## config.mk

```make
export PLATFORM = sky130hd
export DESIGN_NAME = spr_dma
export DESIGN_NICKNAME = d
export VERILOG_FILES = /design/src/rtl/spr_dma_pkg.sv /design/src/rtl/spr_dma.sv
export SDC_FILE = /design/constraint.sdc
export NUM_CORES = 1
export LEC_CHECK = 0
export ABC_AREA = 1
export BUFFER_PORTS_ARGS = -buffer_cell sky130_fd_sc_hd__buf_4
export CORE_AREA = 2 2 75 77
export DETAILED_ROUTE_END_ITERATION = 16
export DIE_AREA = 0 0 77 79
export MAX_ROUTING_LAYER = met4
export SYNTH_ARGS = -nofsm -noshare
export SYNTH_HDL_FRONTEND = slang
export SYNTH_SLANG_ARGS = --single-unit
```

## constraint.sdc

```tcl
create_clock -name clk_in -period 1.67 [get_ports clk_in]
set_input_delay 0.0835 -clock clk_in [delete_from_list [all_inputs] [get_ports clk_in]]
set_output_delay 0.0835 -clock clk_in [all_outputs]
set_load 0.02 [all_outputs]
```

## src/rtl/spr_dma_pkg.sv

```systemverilog
// Shared types and constants for the sprite DMA block.
// States, trigger and OAM port addresses, and the fixed transfer length.
package spr_dma_pkg;

    typedef enum logic [1:0] {
        ST_IDLE  = 2'd0,
        ST_START = 2'd1,
        ST_READ  = 2'd2,
        ST_WRITE = 2'd3
    } state_t;

    localparam logic [15:0] TRIG_ADDR = 16'h4014;
    localparam logic [15:0] OAM_ADDR  = 16'h2004;
    localparam int          BYTE_CNT  = 256;
    localparam logic [7:0]  LAST_IDX  = 8'(BYTE_CNT - 1);

endpackage

```

## src/rtl/spr_dma.sv

```systemverilog
// Sprite DMA: a CPU write to the trigger address copies one 256-byte page to the OAM port.
// Latency: 513 bus-owning cycles from the edge after the trigger; no backpressure, the CPU is halted.
module spr_dma
    import spr_dma_pkg::*;
(
    input  logic        clk_in,
    input  logic        rst_in,
    input  logic [15:0] cpumc_a_in,
    input  logic [7:0]  cpumc_din_in,
    input  logic [7:0]  cpumc_dout_in,
    input  logic        cpu_r_nw_in,
    output logic        active_out,
    output logic [15:0] cpumc_a_out,
    output logic [7:0]  cpumc_d_out,
    output logic        cpumc_r_nw_out
);

    state_t     state_q, state_d;
    logic [7:0] n_q, n_d;
    logic [7:0] p_q, p_d;
    logic [7:0] d_q, d_d;
    logic       trig;

    always_ff @(posedge clk_in or posedge rst_in) begin
        if (rst_in) begin
            state_q <= ST_IDLE;
            n_q     <= 8'h00;
            p_q     <= 8'h00;
            d_q     <= 8'h00;
        end else begin
            state_q <= state_d;
            n_q     <= n_d;
            p_q     <= p_d;
            d_q     <= d_d;
        end
    end

    // Triggers are only honoured from IDLE, so a write landing on the final WRITE edge is dropped.
    assign trig = (cpumc_a_in == TRIG_ADDR) && !cpu_r_nw_in;

    always_comb begin
        state_d = state_q;
        n_d     = n_q;
        p_d     = p_q;
        d_d     = d_q;
        unique case (state_q)
            ST_IDLE: begin
                if (trig) begin
                    p_d     = cpumc_din_in;
                    state_d = ST_START;
                end
            end
            ST_START: begin
                n_d     = 8'h00;
                state_d = ST_READ;
            end
            ST_READ: begin
                d_d     = cpumc_dout_in;
                state_d = ST_WRITE;
            end
            ST_WRITE: begin
                if (n_q == LAST_IDX) begin
                    state_d = ST_IDLE;
                end else begin
                    n_d     = n_q + 8'd1;
                    state_d = ST_READ;
                end
            end
            default: state_d = ST_IDLE;
        endcase
    end

    // Outputs decode registered state only, so reset forces them idle without waiting for a clock.
    always_comb begin
        active_out     = 1'b0;
        cpumc_a_out    = 16'h0000;
        cpumc_d_out    = 8'h00;
        cpumc_r_nw_out = 1'b1;
        unique case (state_q)
            ST_IDLE: begin
            end
            ST_START: begin
                active_out = 1'b1;
            end
            ST_READ: begin
                active_out  = 1'b1;
                cpumc_a_out = {p_q, n_q};
            end
            ST_WRITE: begin
                active_out     = 1'b1;
                cpumc_a_out    = OAM_ADDR;
                cpumc_d_out    = d_q;
                cpumc_r_nw_out = 1'b0;
            end
            default: begin
            end
        endcase
    end

endmodule

```

* Yosys cells after proc, flatten, opt, wreduce, memory -nomap -nowiden
Index checks and enable logic that the tools add are counted.
Cells by class: equal/unequal tests 7, mux-type cells 9, reductions and logical operators 7, $add $sub $neg 1
Operators by type and width (count):
- case mux 16 bit (2 select lines) | 1
- == test 16 x 15 -> 1 bit (second input constant) | 1
- two-way mux 8 bit | 2
- case mux 8 bit (2 select lines) | 1
- adder 8 x 1 -> 8 bit (second input constant) | 1
- == test 8 bit (second input constant) | 1
- case mux 2 bit (4 select lines) | 1
- == test 2 bit (second input constant) | 2
- two-way mux 2 bit | 2
- != test 2 bit (second input constant) | 2
- AND reduction 2 bit | 2
- OR reduction 3 bit | 1
- == test 2 x 1 -> 1 bit (second input constant) | 1
- zero test 2 bit | 1
- two-way mux 1 bit | 2
- nonzero test 2 bit | 1
- logical AND 1 bit | 1
- zero test 1 bit | 1
Storage, ports and cells: logic and storage cells 28, register bits 26

* Depth between registers and ports, before layout
Gate-level depths: netlist of run 1.
depth in word-level cells 4, depth in mapped cells 9, depth with buffers taken out 9

* Worst setup path after synthesis of run 1
OpenSTA, ideal clock, no wires.
path type reg2reg, start reg n_q[0], end reg n_q[0], library setup time 0.124 ns, stages on the path, launching flop included 10, arrival 1.230 ns, clock period less this slack 1.354 ns, slack 0.316 ns, cells stage by stage dfrtp_1 -> ha_1 -> nand3_1 -> clkinv_1 -> nand2_2 -> nand2_2 -> nand2_4 -> inv_2 -> nand2_1 -> o21ai_1
On the way: word-level cells in the longest chain between the ends 3
Ends and longest elaborated chain:
- from (decl) | line spr_dma.sv:19 | logic [7:0] n_q, n_d;
- from (signal assigned) | line spr_dma.sv:32 | n_q <= n_d;
- adder 8 x 1 -> 8 bit / == test 8 bit (equally long branches) | line spr_dma.sv:65, spr_dma.sv:62
- two-way mux 8 bit / != test 2 bit (equally long branches)
- case mux 8 bit (2 select lines) / AND reduction 2 bit (equally long branches)
Several ways; a longest one is shown, not always the timed one. The select of a mux whose other input is x is not followed. A chain may end at the register's enable or synchronous reset.

* Worst setup path after layout of run 1
start reg state_q[1], end out cpumc_a_out[4]
On the way: word-level cells in the longest chain between the ends 2
Ends and longest elaborated chain:
- from (decl) | line spr_dma.sv:18 | state_t state_q, state_d;
- from (signal assigned) | line spr_dma.sv:31 | state_q <= state_d;
- == test 2 bit | line spr_dma.sv:79 | unique case (state_q)
- case mux 16 bit (2 select lines) (*) | line spr_dma.sv:79
- to (decl) | line spr_dma.sv:13 | output logic [15:0] cpumc_a_out,
Every way passes the cells marked *; elsewhere a longest branch is shown, timed or not.

==> impl_results.md, run 1 <==
- Fin crit share: 0.913
- Clk_lat worst skew: 270 ps
- Initial drt markers: 62
- R2R cell count: 9
- Max clock buf depth: 2
- Hold Path End: d_q[7]
- Port bufs: 60
- Net count, final: slightly above 300
- Cell Pwr Density: 528 nW/um2
- Reg2Reg Setup Slack: 170 ps
- Layout cells sized above 1: 0.296
- Grt total ovfl: 0
- Crit path kind: flop to output port
- Least-Margin Pin Slew: approximately 340 ps
- Routed Antenna Nets: 0
- P&R area growth vs syn: 40.1%
- DIE WIDTH: 77 um
- Maximum vdd drop: 0.000331 V
- Clock transition at path regs: 90 ps
- Fraction of the yosys area taken by sequential cells: 0.438
- Worst path arrival time: 1440 ps
- Netlist cell types: 24
- CTS Buf Count: 3
- CTS Sinks: 26
- Htree depth: 1
- Worst r2r dst: n_q[0]
- Reg-to-reg startpoint: n_q[0]
- Fill cells: approximately 620
- First-pass GRT wire length: 5.87 mm
- Clock tree root driver cell: clkbuf_8
- Ports: 61
- GP Congestion: 0.895
- Die area: 6080 um2
- Drt total wl: between 3 and 4 mm
- Diode count: 0
- Unrepaired setup endpoints after global routing: false
- Core ar.: ~5300 um2
- Initial Util: 0.278
- Post-Syn Area: 1490 um2
- Site row count: 27
- Max frequency: 656 MHz
- Vias in the first global route: 1395
- Max-cap violations: 0
- WL per Instance: 9.92 um
- Startpoint types: flop
- Hold crit path type: input port to flop
- Pre-CTS setup slack: 167 ps
- Hold Crit Depth: 3
- Setup TNS: 0 ps
- Post-synth EDFFs: 0
- Post-route setup slack: 145 ps
- Crit Path Max Fanout: 15
- Total iterations of the first detailed-routing run: 4
- CTS tree: done
- Max Clock Skew: 4.09 ps
- Minimum clock period: 1530 ps
- Ys flop type: dfrtp_1
- Largest net degree at the start of global routing: 27
- Synth Net Count: 243
- Vias per inst: 4.11
- Synth Register Bits: 26
- HPWL after detailed placement: 2.64 mm
- Min-delay src: cpumc_dout_in[7]
- Antenna violations before repair: 0
- Status: completed
- Slew Viols, Final: 0
- Fin. Hold Viols: 0
- # setup viols final: 0
- DRC viols: 0
- Post-Synthesis Cells: 207
- Rel. slew slack: 0.774
- Die Y: a little under 80 um
- Via count of the routed design: between 1000 and 1500
- P_leak: 1.16 nW
- Synthesis Warnings: 0
- Async SR Flop Fraction: 1.00
- Global-route usage over all layers: 0.121
- Syn Area/Cell: 7.18 um2
- Worst EP required: 1590 ps
- Crit. End Element: output port
==> through the flow <==
step,util,hold WS (ps),power [mW],cells,instance area (um2)
6_report,0.390,18.1,1.10,342,2080
5_1_grt,0.390,28.3,1.16,342,2080
4_1_cts,0.390,18.0,1.12,342,2080
3_5_place_dp,0.379,173,0.763,337,2020
3_3_place_gp,0.379,172,0.762,337,2020
2_1_floorplan,-,124,0.691,207,1490
==> where the power goes <==
part,total (mW),switching (mW),internal (mW)
Clock,0.348,0.187,0.162
Sequential,0.641,0.00237,0.639
Combinational,0.109,0.0437,0.0653
Total,1.10,0.233,0.865
==> layer usage <==
layer | global-route usage | up-vias | part of all wire
met5 | - | - | 0
li1 | - | 755 | -
met3 | 0.0227 | 4 | 0.062
met1 | 0.142 | 610 | 0.44
met4 | 0.0429 | 0 | 0.014
met2 | 0.211 | 38 | 0.48
==> layout by cell type, fill, tap and decap left out, types with 3 or more instances in the layout <==
cell      Yosys  layout
o22ai_1       3       3
nor2_1       33      33
o21ai_0      10      10
dfrtp_1      26      26
inv_2         4       4
nand3_1       8       8
clkbuf_8      0       3
inv_1        39      39
nand2_1      51      51
nand4_1       8       8
o21ai_1       5       5
buf_4         0      63
==> worst max path at each step <==
| stage | start | end | slack [ps] | cells after the start |
|---|---|---|---|---|
| after floorplan | n_q[0] | n_q[0] | 320 | 9 |
| after global placement | n_q[0] | n_q[7] | 240 | 9 |
| after detailed placement | n_q[0] | n_q[0] | 170 | 9 |
| after CTS | state_q[1] | cpumc_a_out[4] | 120 | 5 |
| after global routing | n_q[0] | n_q[0] | 3 | 9 |
| final | state_q[1] | cpumc_a_out[4] | 140 | 5 |
==> Yosys cell counts (3+ instances only) <==
master / number / area, um2
nand2_1: 51 / 191
inv_1: 39 / 146
nor2_1: 33 / 124
dfrtp_1: 26 / 651
o21ai_0: 10 / 50.1
nand3_1: 8 / 40.0
nand4_1: 8 / 50.1
o21ai_1: 5 / 25.0
inv_2: 4 / 15.0
buf_2: 3 / 15.0
o22ai_1: 3 / 18.8
==> repair_timing <==
action | CTS | global route
setup buffers | 1 | 0
endpoints found under the setup margin | 14 | 0
hold buffers | 1 | 0
endpoints found under the hold margin | 26 | 0
resized for setup | 0 | 0
==> layout make-up <==
type	instances	area [um2]	share of cell area
multi-input cells	133	652	0.313
well taps	72	90.1	0.0433
flip-flops and latches	26	651	0.312
repair buffers	64	483	0.232
clock buffers	3	41.3	0.0198
inverters	44	165	0.0793
==> flip-flops by register name (all words and copies together), names as in the netlist <==
register,count
d_q,8
n_q,8
state_q,2
p_q,8
==> cell families (layout without fill, tap and decap cells) <==
logic type	count (synthesis)	in the layout	share of synthesized area
and+or+nand+nor	110	110	0.346
buffers and inverters	48	111	0.124
DFF	26	26	0.438
AOI/OAI and AO/OA	19	19	0.0665
xor gates and xnor gates	3	3	0.0177
adders and majority gates	1	1	0.00842
==> critical path, cell delays in order, from the launching register on <==
cell	delay, ps
dfrtp_1	420
inv_2	210
nor2_4	70
inv_2	220
nor2_1	80
buf_4	160
Note: power is estimated with default switching activity, not from simulation.
==> run 2: changes to the inputs <==
--- a/config.mk
+++ b/config.mk
@@ -5,12 +5,15 @@
 export SDC_FILE = /design/constraint.sdc
 export NUM_CORES = 1
 export LEC_CHECK = 0
-export ABC_AREA = 1
 export BUFFER_PORTS_ARGS = -buffer_cell sky130_fd_sc_hd__buf_4
-export CORE_AREA = 2 2 75 77
+export CELL_PAD_IN_SITES_DETAIL_PLACEMENT = 1
+export CELL_PAD_IN_SITES_GLOBAL_PLACEMENT = 2
+export CORE_AREA = 2 2 73 75
 export DETAILED_ROUTE_END_ITERATION = 16
-export DIE_AREA = 0 0 77 79
+export DIE_AREA = 0 0 75 77
+export GPL_TIMING_DRIVEN = 0
 export MAX_ROUTING_LAYER = met4
+export PLACE_DENSITY_LB_ADDON = 0.1
 export SYNTH_ARGS = -nofsm -noshare
 export SYNTH_HDL_FRONTEND = slang
 export SYNTH_SLANG_ARGS = --single-unit
==> impl_results.md, run 2 <==
- HPWL after detailed placement: 2.79 mm
- Ys flop type: dfrtp_1
- CP max stage cell: dfrtp_2
- Overall power: 2.68 mW
- Finished Core Util: 0.395
- Hold Crit Depth: 2
- Met3 usage: 0.0276
- Crit. End Element: flop
- Cell Pwr Density: 1360 nW/um2
- Clock tree root driver cell: clkbuf_8
- Synthesis Warnings: 0
- Clock transition at path regs: 90 ps
- Rel. slew slack: 0.307
- WL per Instance: 14.1 um
- Startpoint types: flop
- Top cells by area, synth: dfrtp_1 49%, mux2_2 14%, and2_1 6.6%, and3_1 3.8%, nand3_1 3.0%
- Largest net degree at the start of global routing: 27
- # setup viols final: 0
- R2R cell count: 4
- Least-Margin Pin Slew: roughly 1000 ps
- Status: completed
- Async SR Flop Fraction: 1.00
- GP Congestion: 0.694
- Area leader, netlist: dfrtp_1
- Via count of the routed design: 1178
- Minimum clock period: between 1500 and 2000 ps
- Worst EP required: approximately 1800 ps
- Comb power frac: 0.482
- Internal power: 1.65 mW
- Reg-to-reg startpoint: state_q[0]
- P_leak: roughly 0.96 nW
- CP peak stage delay: roughly 480 ps
- Fin. Hold Viols: 0
- Antenna violations before repair: 0
- Worst r2r dst: p_q[1]
- Most common cell in the netlist: dfrtp_1
- DIE WIDTH: 75 um
- Fin crit share: 0.937
- CTS Sinks: 26
- Clock share of power: 0.153
- Vias in the first global route: 1269
- Crit path kind: flop to flop
- Max clock buf depth: 2
- Met1 usage: 0.171
- Min-delay src: cpumc_dout_in[2]
- Clk_lat worst skew: 270 ps
- Psw: 1.03 mW
- P&R area growth vs syn: 49.1%
- DRC viols: 0
- Post-synth EDFFs: 0
- Max frequency: 639 MHz
- Initial Util: 0.265
- Post-DP Area: ~1900 um2
- Reg2Reg Setup Slack: approximately 100 ps
- Ports: a little over 60
- Multi-input gate area: ~650 um2
- Seq pwr share: 0.365
- Core ar.: 4980 um2
- Post-route setup slack: 105 ps
- Grt total ovfl: 0
- Initial drt markers: 34
- Global-route usage over all layers: 0.138
- Syn Area/Cell: 10.8 um2
- Fin area: 1970 um2
- CP Cell Sequence: or2_4 > nor3_4 > buf_12 > mux2_2
- Port bufs: 60
- Slew Viols, Final: 0
- Site row count: 26
- Hold crit path type: input port to flop
- Yosys top cell area share: 0.493
- Max Clock Skew: 6.96 ps
- Vias per inst: 4.58
- CTS Buf Count: 3
- Die area: 5780 um2
- Max-cap violations: 0
- Routed Antenna Nets: 0
- Most Crowded Layer GR: met2
- Synth Net Count: 158
- Fill cells: around 570
- Hold Path End: d_q[2]
- Synth Register Bits: 26
- Die Y: between 70 and 80 um
- CTS tree: done
- Netlist cell types: 32
- Most common cell after layout, fill and taps aside: buf_4
- Maximum vdd drop: slightly below 0.0007 V
- Unrepaired setup endpoints after global routing: false
- Fraction of the yosys area taken by sequential cells: 0.493
- Crit Path Max Fanout: 9
- Post-Synthesis Cells: 122
- Largest regs: d_q (8), n_q (8), p_q (8)
- Pre-CTS setup slack: -131 ps
- Post-Syn Area: 1320 um2
- Htree depth: 1
- Worst path arrival time: between 1500 and 2000 ps
- Switching share of power: 0.385
- Total iterations of the first detailed-routing run: 2
- First-pass GRT wire length: 6.01 mm
- Register area: 653 um2
- Diode count: 0
- Layout cells sized above 1: 0.503
- Drt total wl: ~3.6 mm
- Met2 usage: 0.222
- Net count, final: 224
- Synth top cells by count: 26 x dfrtp_1, 16 x mux2_2, 14 x and2_1
- Most frequent cells in the layout: 62 x buf_4, 24 x dfrtp_1, 16 x mux2_2
## run 2: kinds of logic after synthesis
| group | after synthesis | share of synthesized area |
|---|---|---|
| AOI/OAI and AO/OA | 15 | 0.0787 |
| xor gates and xnor gates | 1 | 0.00664 |
| adders and majority gates | 1 | 0.00948 |
| buffers and inverters | 8 | 0.0256 |
| DFF | 26 | 0.493 |
| muxes | 16 | 0.136 |
| and+or+nand+nor | 55 | 0.250 |
## run 2: through the flow
stage	hold slack [ps]	setup TNS, ps	cells
global placement	317	-646	252
detailed placement	321	-1060	252
global route	27.8	0	257
floorplan	124	0	122
CTS	29.9	0	258
finish	34.8	0	257
## run 2: repair_timing
item / 4_1_cts / 5_1_grt
buffers inserted: 2 / 0
endpoints found under the hold margin: 0 / 0
pin swaps: 2 / 0
setup endpoints to repair: 28 / 37
resized for setup: 6 / 8
hold buffers: 0 / 0
## run 2: layer usage
layer	share of wire	up-vias
li1	-	570
met5	0	-
met4	0.0094	0
met1	0.41	562
met2	0.52	40
met3	0.051	6
## run 2: area by class of cell
cell class | count | share of cell area
tap | 70 | 0.0445
inverter | 2 | 0.00381
timing repair buffer | 62 | 0.243
clock buffer | 4 | 0.0280
sequential | 26 | 0.332
buffer | 5 | 0.0165
multi-input combinational | 88 | 0.332
## run 2: worst max-delay path, delay by kind of cell, from the launching register on
family / cells / cell delay, ps
buffers and inverters: 1 / 150
flip-flops: 1 / 480
multiplexers: 1 / 320
AND/OR/NAND/NOR: 2 / 490
## run 2: power groups by stage
stage | combinational, mW | clock, mW | sequential [mW]
after floorplan | 0.794 | 0 | 0.903
after global placement | 1.25 | 0 | 0.935
after detailed placement | 1.29 | 0 | 0.947
after CTS | 1.34 | 0.434 | 0.935
after global routing | 1.41 | 0.465 | 1.02
final | 1.29 | 0.411 | 0.977
## run 2: worst max-delay path by stage
| stage | from | end | slack, ps | depth (start not counted) |
|---|---|---|---|---|
| 5_1_grt | n_q[1] | n_q[6] | 10 | 4 |
| 4_1_cts | state_q[0] | cpumc_a_out[8] | 30 | 5 |
| 2_1_floorplan | state_q[0] | p_q[0] | 50 | 4 |
| 6_report | state_q[0] | p_q[1] | 100 | 4 |
| 3_5_place_dp | n_q[0] | n_q[7] | -130 | 6 |
| 3_3_place_gp | n_q[0] | n_q[7] | -90 | 6 |
